File: src/rtl/usb_bit_pkg.sv
// Shared definitions for the USB receive bit layer.
//   rx_bit_state_t   : state of the receive bit decoder
//   J_LEVEL/K_LEVEL  : default line_bit encodings of the J (idle) and K states
//   IDLE_TIMEOUT     : J samples in a row that release the decoder from ERROR
//   is_j()           : true when a line sample equals the idle (J) level
package usb_bit_pkg;

    typedef enum logic [1:0] {
        IDLE,
        ACTIVE,
        SE0_RUN,
        ERROR
    } rx_bit_state_t;

    localparam logic J_LEVEL = 1'b1;
    localparam logic K_LEVEL = ~J_LEVEL;

    localparam int IDLE_TIMEOUT = 8;

    function automatic logic is_j(input logic line_bit, input logic idle_level);
        return line_bit == idle_level;
    endfunction

endpackage

File: src/rtl/usb_rx_bit_decoder_if.sv
// Bit-level link between the line sampler and the receive bit decoder.
//   en, sample_valid, line_bit, se0      : sampler side -> decoder
//   data_bit, data_valid, active, eop,
//   stuff_err, eop_err                   : decoder -> packet deserializer
// master : the sampler/deserializer side; slave : the decoder itself.
interface usb_rx_bit_decoder_if;

    logic en;
    logic sample_valid;
    logic line_bit;
    logic se0;
    logic data_bit;
    logic data_valid;
    logic active;
    logic eop;
    logic stuff_err;
    logic eop_err;

    modport master (
        output en, sample_valid, line_bit, se0,
        input  data_bit, data_valid, active, eop, stuff_err, eop_err
    );

    modport slave (
        input  en, sample_valid, line_bit, se0,
        output data_bit, data_valid, active, eop, stuff_err, eop_err
    );

endinterface

File: src/rtl/usb_rx_bit_decoder.sv
// USB receive bit layer: NRZI decode, bit unstuffing with stuff-error
// detection and SE0/EOP detection, all advanced by the bit strobe.
//   clk, nRST : system clock, asynchronous active-low reset
//   bus       : slave side of usb_rx_bit_decoder_if
// All outputs are registered; each response appears one clk after the
// sample_valid cycle that caused it. Pulse outputs are low otherwise.
module usb_rx_bit_decoder
    import usb_bit_pkg::*;
#(
    parameter int   STUFF_LEN    = 6,
    parameter logic IDLE_LEVEL   = J_LEVEL,
    parameter int   EOP_SE0_BITS = 2
) (
    input  logic                 clk,
    input  logic                 nRST,
    usb_rx_bit_decoder_if.slave  bus
);

    localparam int ONES_W = $clog2(STUFF_LEN + 1);
    localparam int SE0_W  = $clog2(EOP_SE0_BITS + 1);

    localparam logic [ONES_W-1:0] STUFF_MAX = ONES_W'(STUFF_LEN);
    localparam logic [SE0_W-1:0]  SE0_MAX   = SE0_W'(EOP_SE0_BITS);
    localparam logic [2:0]        IDLE_LAST = 3'(IDLE_TIMEOUT - 1);

    rx_bit_state_t     state_q, state_d;
    logic              prev_line_q, prev_line_d;
    logic [ONES_W-1:0] ones_cnt_q, ones_cnt_d;
    logic [SE0_W-1:0]  se0_cnt_q, se0_cnt_d;
    logic [2:0]        idle_cnt_q, idle_cnt_d;

    logic data_bit_q, data_bit_d;
    logic data_valid_q, data_valid_d;
    logic active_q, active_d;
    logic eop_q, eop_d;
    logic stuff_err_q, stuff_err_d;
    logic eop_err_q, eop_err_d;

    logic decoded;
    logic line_j;
    logic [SE0_W-1:0] se0_sat_inc;

    assign decoded     = (bus.line_bit == prev_line_q);
    assign line_j      = is_j(bus.line_bit, IDLE_LEVEL);
    assign se0_sat_inc = (se0_cnt_q == SE0_MAX) ? se0_cnt_q : se0_cnt_q + 1'b1;

    always_comb begin
        state_d      = state_q;
        prev_line_d  = prev_line_q;
        ones_cnt_d   = ones_cnt_q;
        se0_cnt_d    = se0_cnt_q;
        idle_cnt_d   = idle_cnt_q;
        data_bit_d   = 1'b0;
        data_valid_d = 1'b0;
        active_d     = active_q;
        eop_d        = 1'b0;
        stuff_err_d  = 1'b0;
        eop_err_d    = 1'b0;

        if (!bus.en) begin
            state_d     = IDLE;
            prev_line_d = IDLE_LEVEL;
            ones_cnt_d  = '0;
            se0_cnt_d   = '0;
            idle_cnt_d  = '0;
            active_d    = 1'b0;
        end else if (bus.sample_valid) begin
            // SE0 carries no differential level, so the NRZI reference holds.
            if (!bus.se0) begin
                prev_line_d = bus.line_bit;
            end

            case (state_q)
                IDLE: begin
                    // The first K is a transition from idle J: a decoded 0.
                    if (!bus.se0 && !line_j) begin
                        state_d      = ACTIVE;
                        active_d     = 1'b1;
                        data_valid_d = 1'b1;
                        data_bit_d   = 1'b0;
                        ones_cnt_d   = '0;
                    end
                end

                ACTIVE: begin
                    // SE0 wins over the stuff position: a packet may end there.
                    if (bus.se0) begin
                        state_d   = SE0_RUN;
                        se0_cnt_d = SE0_W'(1);
                    end else if (ones_cnt_q == STUFF_MAX) begin
                        if (!decoded) begin
                            ones_cnt_d = '0;
                        end else begin
                            stuff_err_d = 1'b1;
                            state_d     = ERROR;
                            se0_cnt_d   = '0;
                            idle_cnt_d  = '0;
                        end
                    end else begin
                        data_valid_d = 1'b1;
                        data_bit_d   = decoded;
                        ones_cnt_d   = decoded ? ones_cnt_q + 1'b1 : '0;
                    end
                end

                SE0_RUN: begin
                    if (bus.se0) begin
                        se0_cnt_d = se0_sat_inc;
                    end else if (line_j && se0_cnt_q == SE0_MAX) begin
                        eop_d       = 1'b1;
                        state_d     = IDLE;
                        active_d    = 1'b0;
                        prev_line_d = IDLE_LEVEL;
                        ones_cnt_d  = '0;
                        se0_cnt_d   = '0;
                    end else begin
                        eop_err_d  = 1'b1;
                        state_d    = ERROR;
                        se0_cnt_d  = '0;
                        idle_cnt_d = '0;
                    end
                end

                ERROR: begin
                    // Leave on a full EOP-shaped SE0 run plus J, or on a long J run.
                    if (bus.se0) begin
                        se0_cnt_d  = se0_sat_inc;
                        idle_cnt_d = '0;
                    end else if (line_j && (se0_cnt_q == SE0_MAX || idle_cnt_q == IDLE_LAST)) begin
                        state_d     = IDLE;
                        active_d    = 1'b0;
                        prev_line_d = IDLE_LEVEL;
                        ones_cnt_d  = '0;
                        se0_cnt_d   = '0;
                        idle_cnt_d  = '0;
                    end else if (line_j) begin
                        idle_cnt_d = idle_cnt_q + 1'b1;
                        se0_cnt_d  = '0;
                    end else begin
                        idle_cnt_d = '0;
                        se0_cnt_d  = '0;
                    end
                end

                default: begin
                    state_d = IDLE;
                end
            endcase
        end
    end

    always_ff @(posedge clk or negedge nRST) begin
        if (!nRST) begin
            state_q      <= IDLE;
            prev_line_q  <= IDLE_LEVEL;
            ones_cnt_q   <= '0;
            se0_cnt_q    <= '0;
            idle_cnt_q   <= '0;
            data_bit_q   <= 1'b0;
            data_valid_q <= 1'b0;
            active_q     <= 1'b0;
            eop_q        <= 1'b0;
            stuff_err_q  <= 1'b0;
            eop_err_q    <= 1'b0;
        end else begin
            state_q      <= state_d;
            prev_line_q  <= prev_line_d;
            ones_cnt_q   <= ones_cnt_d;
            se0_cnt_q    <= se0_cnt_d;
            idle_cnt_q   <= idle_cnt_d;
            data_bit_q   <= data_bit_d;
            data_valid_q <= data_valid_d;
            active_q     <= active_d;
            eop_q        <= eop_d;
            stuff_err_q  <= stuff_err_d;
            eop_err_q    <= eop_err_d;
        end
    end

    assign bus.data_bit   = data_bit_q;
    assign bus.data_valid = data_valid_q;
    assign bus.active     = active_q;
    assign bus.eop        = eop_q;
    assign bus.stuff_err  = stuff_err_q;
    assign bus.eop_err    = eop_err_q;

endmodule
File: src/flat_wrapper.sv
// flat-port wrapper written by rule: the top's interface ports become plain ports
module usb_rx_bit_decoder_flat import usb_bit_pkg::*;
#(
    parameter int   STUFF_LEN    = 6,
    parameter logic IDLE_LEVEL   = J_LEVEL,
    parameter int   EOP_SE0_BITS = 2
)
  (clk, nRST, bus_en, bus_sample_valid, bus_line_bit, bus_se0, bus_data_bit, bus_data_valid, bus_active, bus_eop, bus_stuff_err, bus_eop_err);
  usb_rx_bit_decoder_if bus_i ();
  input  logic clk;
  input  logic nRST;
  input wire logic [$bits(bus_i.en)-1:0] bus_en;
  input wire logic [$bits(bus_i.sample_valid)-1:0] bus_sample_valid;
  input wire logic [$bits(bus_i.line_bit)-1:0] bus_line_bit;
  input wire logic [$bits(bus_i.se0)-1:0] bus_se0;
  output wire logic [$bits(bus_i.data_bit)-1:0] bus_data_bit;
  output wire logic [$bits(bus_i.data_valid)-1:0] bus_data_valid;
  output wire logic [$bits(bus_i.active)-1:0] bus_active;
  output wire logic [$bits(bus_i.eop)-1:0] bus_eop;
  output wire logic [$bits(bus_i.stuff_err)-1:0] bus_stuff_err;
  output wire logic [$bits(bus_i.eop_err)-1:0] bus_eop_err;
  assign bus_i.en = bus_en;
  assign bus_i.sample_valid = bus_sample_valid;
  assign bus_i.line_bit = bus_line_bit;
  assign bus_i.se0 = bus_se0;
  assign bus_data_bit = bus_i.data_bit;
  assign bus_data_valid = bus_i.data_valid;
  assign bus_active = bus_i.active;
  assign bus_eop = bus_i.eop;
  assign bus_stuff_err = bus_i.stuff_err;
  assign bus_eop_err = bus_i.eop_err;
  usb_rx_bit_decoder #(.STUFF_LEN(STUFF_LEN), .IDLE_LEVEL(IDLE_LEVEL), .EOP_SE0_BITS(EOP_SE0_BITS)) u_core (.clk(clk), .nRST(nRST), .bus(bus_i));
endmodule
File: config.mk
export PLATFORM = sky130hd
export DESIGN_NAME = usb_rx_bit_decoder_flat
export DESIGN_NICKNAME = d
export VERILOG_FILES = /design/src/rtl/usb_bit_pkg.sv /design/src/rtl/usb_rx_bit_decoder_if.sv /design/src/rtl/usb_rx_bit_decoder.sv /design/src/flat_wrapper.sv
export SDC_FILE = /design/constraint.sdc
export NUM_CORES = 1
export LEC_CHECK = 0
export CORE_AREA = 2 2 51 53
export DETAILED_ROUTE_END_ITERATION = 10
export DIE_AREA = 0 0 53 55
export PLACE_DENSITY = 0.75
export SETUP_SLACK_MARGIN = 0.2
export SYNTH_ARGS = -nofsm -noshare
export SYNTH_HDL_FRONTEND = slang
export SYNTH_SLANG_ARGS = --single-unit
File: constraint.sdc
create_clock -name clk -period 2.2 [get_ports clk]
set_input_delay 0.44 -clock clk [delete_from_list [all_inputs] [get_ports clk]]
set_output_delay 0.44 -clock clk [all_outputs]
set_load 0.01 [all_outputs]
==> results.py <==
metrics = {
    "cells_and_area": {
        "finalInstanceArea_sq_um": 1390,
        "fin_nets": 155,
        "postLayoutCoreUtil": 0.587,
        "fin_cells": 168,
        "syn_to_final_growth_pct": 19.1,
        "num_antenna_cells": 0,
        "drive_gt1_frac": 0.159,
    },
    "clock_tree": {
        "clockBufferDepth": 2,
        "clkLatencyLatePin_ns": 0.30,
        "numCtsBuffers": 3,
        "cts_root_buffer": "clkbuf_4",
        "hold_buffers": 0,
        "postCtsSetupBuffers": 0,
        "clock-sinks": 17,
        "tritoncts": "built",
        "clk_pin_slew_ns": 0.11,
        "cts.htree.levels": 1,
    },
    "power_and_ir_drop": {
        "irDropWorstVdd_v": 0.000316,
        "p_per_area_nw_per_um2": 449,
        "p_leak_nw": 0.609,
    },
    "detailed_routing": {
        "drt-initial-drc-count": 37,
        "via_count": 1001,
        "drc_errors": 0,
        "viasPerCell": 5.96,
        "ant_nets": 0,
        "wl_per_cell_microns": 15.4,
        "routed_wl_microns": 2580,
        "drtPass1Iterations": 4,
    },
    "critical_path": {
        "worstSetupPathType": "flip-flop to flip-flop",
        "critPathRequiredTime_ns": 2.40,
        "critPathSlowestCell": "dfrtp_1",
        "path_max_fanout": 9,
        "cpPeakStageDelay_ns": 0.47,
        "start_kind": "flip-flop",
        "critPathArrivalTime_ns": 2.11,
        "endpoint_kind": "flip-flop",
        "cp_cell_sequence": "inv_1 > ha_4 > a21bo_1 > and4_4 > and4b_1 > a211o_1",
    },
    "floorplanning": {
        "die_x_microns": 53,
        "fp.dieH_microns": 55,
        "initial_utilization": 0.493,
        "die_area_sq_um": 2920,
        "coreArea_sq_um": 2360,
        "rows": 18,
        "pin_count": 12,
    },
    "timing": {
        "slew_violations": 0,
        "tns_ns": 0,
        "fmax_ghz": 0.522,
        "skew_ns": 0.00922,
        "finalCritPeriodShare": 0.871,
        "worst_pin_slew_ns": 0.362,
        "rsz0062_at_grt": "no",
        "finalSetupViolCount": 0,
        "final_hold_viol_count": 0,
        "finalCriticalPeriod_ns": 1.92,
        "slew_headroom": 0.758,
        "hold_ws_ns": 0.454,
    },
    "logic_synthesis": {
        "syn-cell-area_sq_um": 1160,
        "synth_cells": 122,
        "syn-num-nets": 138,
        "yosys_warnings": 0,
        "synth-seq-cells": 17,
        "synth.distinct_cells": 44,
        "syn_area_per_cell_sq_um": 9.55,
        "synth-seq-area-share": 0.366,
    },
    "placed_design": {
        "place_area_sq_um": 1340,
        "placed_cells": 164,
        "gp_congestion": 0.875,
        "hpwl_microns": 1930,
        "portBuffers": 11,
    },
    "grt": {
        "grt_max_degree": 18,
        "grt_pass1_vias": 953,
        "grt_first_pass_wirelength_microns": 4230,
        "track_usage": 0.203,
        "grt_antenna_before_repair": 0,
        "overflow": 0,
    },
    "worst_hold_path": {
        "hp-class": "input port to asynchronous set/reset pin",
    },
    "job": {
        "cap_violations": 0,
    },
    "outcome": {
        "status": "finished, final reports clean",
    },
}
[synth_stat cells, drive strengths merged]
master | count | area (sq um)
dfrtp | 16 | 400
nand2 | 16 | 60.1
ha | 10 | 125
inv | 6 | 22.5
mux2i | 6 | 60.1
nor2 | 6 | 22.5
buf | 5 | 26.3
and3 | 4 | 36.3
nand3 | 4 | 20.0
a21oi | 3 | 15.0
and2 | 3 | 18.8
nand4b | 3 | 26.3
nor3 | 3 | 15.0
o21ai | 3 | 15.0
a211o | 2 | 17.5
a211oi | 2 | 20.0
a221oi | 2 | 23.8
a31oi | 2 | 12.5
a41o | 2 | 20.0
a41oi | 2 | 17.5
nand2b | 2 | 12.5
nand3b | 2 | 15.0
nand4 | 2 | 12.5
nor2b | 2 | 12.5
nor3b | 2 | 15.0
a21bo | 1 | 10.0
a21boi | 1 | 7.51
and4 | 1 | 11.3
and4b | 1 | 10.0
clkbuf | 1 | 3.75
dfstp | 1 | 26.3
mux2 | 1 | 11.3
nor4b | 1 | 8.76
o22ai | 1 | 6.26
o31ai | 1 | 12.5
or2 | 1 | 6.26
xnor2 | 1 | 8.76
[cell families after synthesis]
group           count (synthesis)  share of synthesized area
simple gates                   53                      0.260
buf+inv                        12                     0.0451
mux                             7                     0.0612
compound gates                 22                      0.153
fa+ha+maj                      10                      0.107
flops                          17                      0.366
xor+xnor                        1                    0.00752
[critical path, delay by kind of cell (launching register included)]
kind	cells	cell delay (ns)
AO/OA/AOI/OAI	2	0.53
flip-flops	1	0.47
AND/OR/NAND/NOR	2	0.39
adder cells (fa/ha/maj)	1	0.22
buffers and inverters	1	0.20
[flip-flops by register name, summed over array words and instances (netlist names)]
register and flops:
u_core.bus.active 1, u_core.bus.data_bit 1, u_core.bus.data_valid 1, u_core.bus.eop 1, u_core.bus.eop_err 1, u_core.bus.stuff_err 1
u_core.idle_cnt_q 3, u_core.ones_cnt_q 3, u_core.prev_line_q 1, u_core.se0_cnt_q 2, u_core.state_q 2
[power breakdown]
group / switching (mW) / internal [mW] / total, mW
clock: 0.105 / 0.0678 / 0.172
combinational: 0.0660 / 0.0574 / 0.123
sequential: 0.00784 / 0.319 / 0.327
[path summary, 6_finish.rpt]
| check | endpoint | cells after the start | startpoint | slack [ns] |
|---|---|---|---|---|
| worst max-delay path | u_core.bus.active$_DFFE_PN0P_ | 6 | u_core.state_q[0]$_DFFE_PN0P_ | 0.28 |
| worst min-delay path | u_core.ones_cnt_q[1]$_DFFE_PN0P_ | 2 | nRST | 0.45 |
| worst max register to register | u_core.bus.active$_DFFE_PN0P_ | 6 | u_core.state_q[0]$_DFFE_PN0P_ | 0.28 |
| worst min register to register | u_core.idle_cnt_q[2]$_DFFE_PN0P_ | 2 | u_core.idle_cnt_q[2]$_DFFE_PN0P_ | 0.55 |
| max in group asynchronous | u_core.prev_line_q$_DFFE_PN1N_ | 2 | nRST | 1.48 |
| min in group clk | u_core.idle_cnt_q[2]$_DFFE_PN0P_ | 2 | u_core.idle_cnt_q[2]$_DFFE_PN0P_ | 0.55 |
[metal layers]
layer	up-vias	GRT usage	share of wire
met5	-	0	0
li1	475	-	-
met1	482	0.233	0.45
met4	0	0.103	0.021
met2	35	0.375	0.49
met3	9	0.0242	0.039
[cell usage in the layout, fill, tap and decap left out, types with 3 or more instances in the layout]
cell type        synthesis  final
nor2_1                   6      6
nor3_1                   3      3
a21oi_1                  3      3
clkdlybuf4s50_1          0     11
and2_1                   3      3
nand2_1                 16     16
buf_4                    1      7
dfrtp_1                 16     16
nand4b_1                 3      3
ha_1                    10      8
nand3_1                  4      4
clkbuf_4                 0      3
inv_1                    6      6
mux2i_1                  6      6
[area by class of cell]
type | count | area, sq um
timing repair buffer | 18 | 163
fill | 204 | 977
multi-input combinational | 93 | 711
sequential | 17 | 427
clock buffer | 3 | 22.5
tap | 30 | 37.5
clock inverter | 1 | 5.00
inverter | 6 | 22.5
[through the flow]
| step | setup slack [ns] | power [mW] |
|---|---|---|
| CTS | 0.263 | 0.620 |
| global route | 0.203 | 0.656 |
| finish | 0.284 | 0.623 |
| global placement | 0.150 | 0.447 |
| floorplan | 0.401 | 0.404 |
| detailed placement | 0.117 | 0.450 |
[repair_timing]
item | in CTS | in global routing
cloned | 0 | 0
hold endpoints to repair | 0 | 0
setup endpoints to repair | 4 | 4
resized for setup | 2 | 2
No activity file was read; power rests on OpenSTA's default activity.
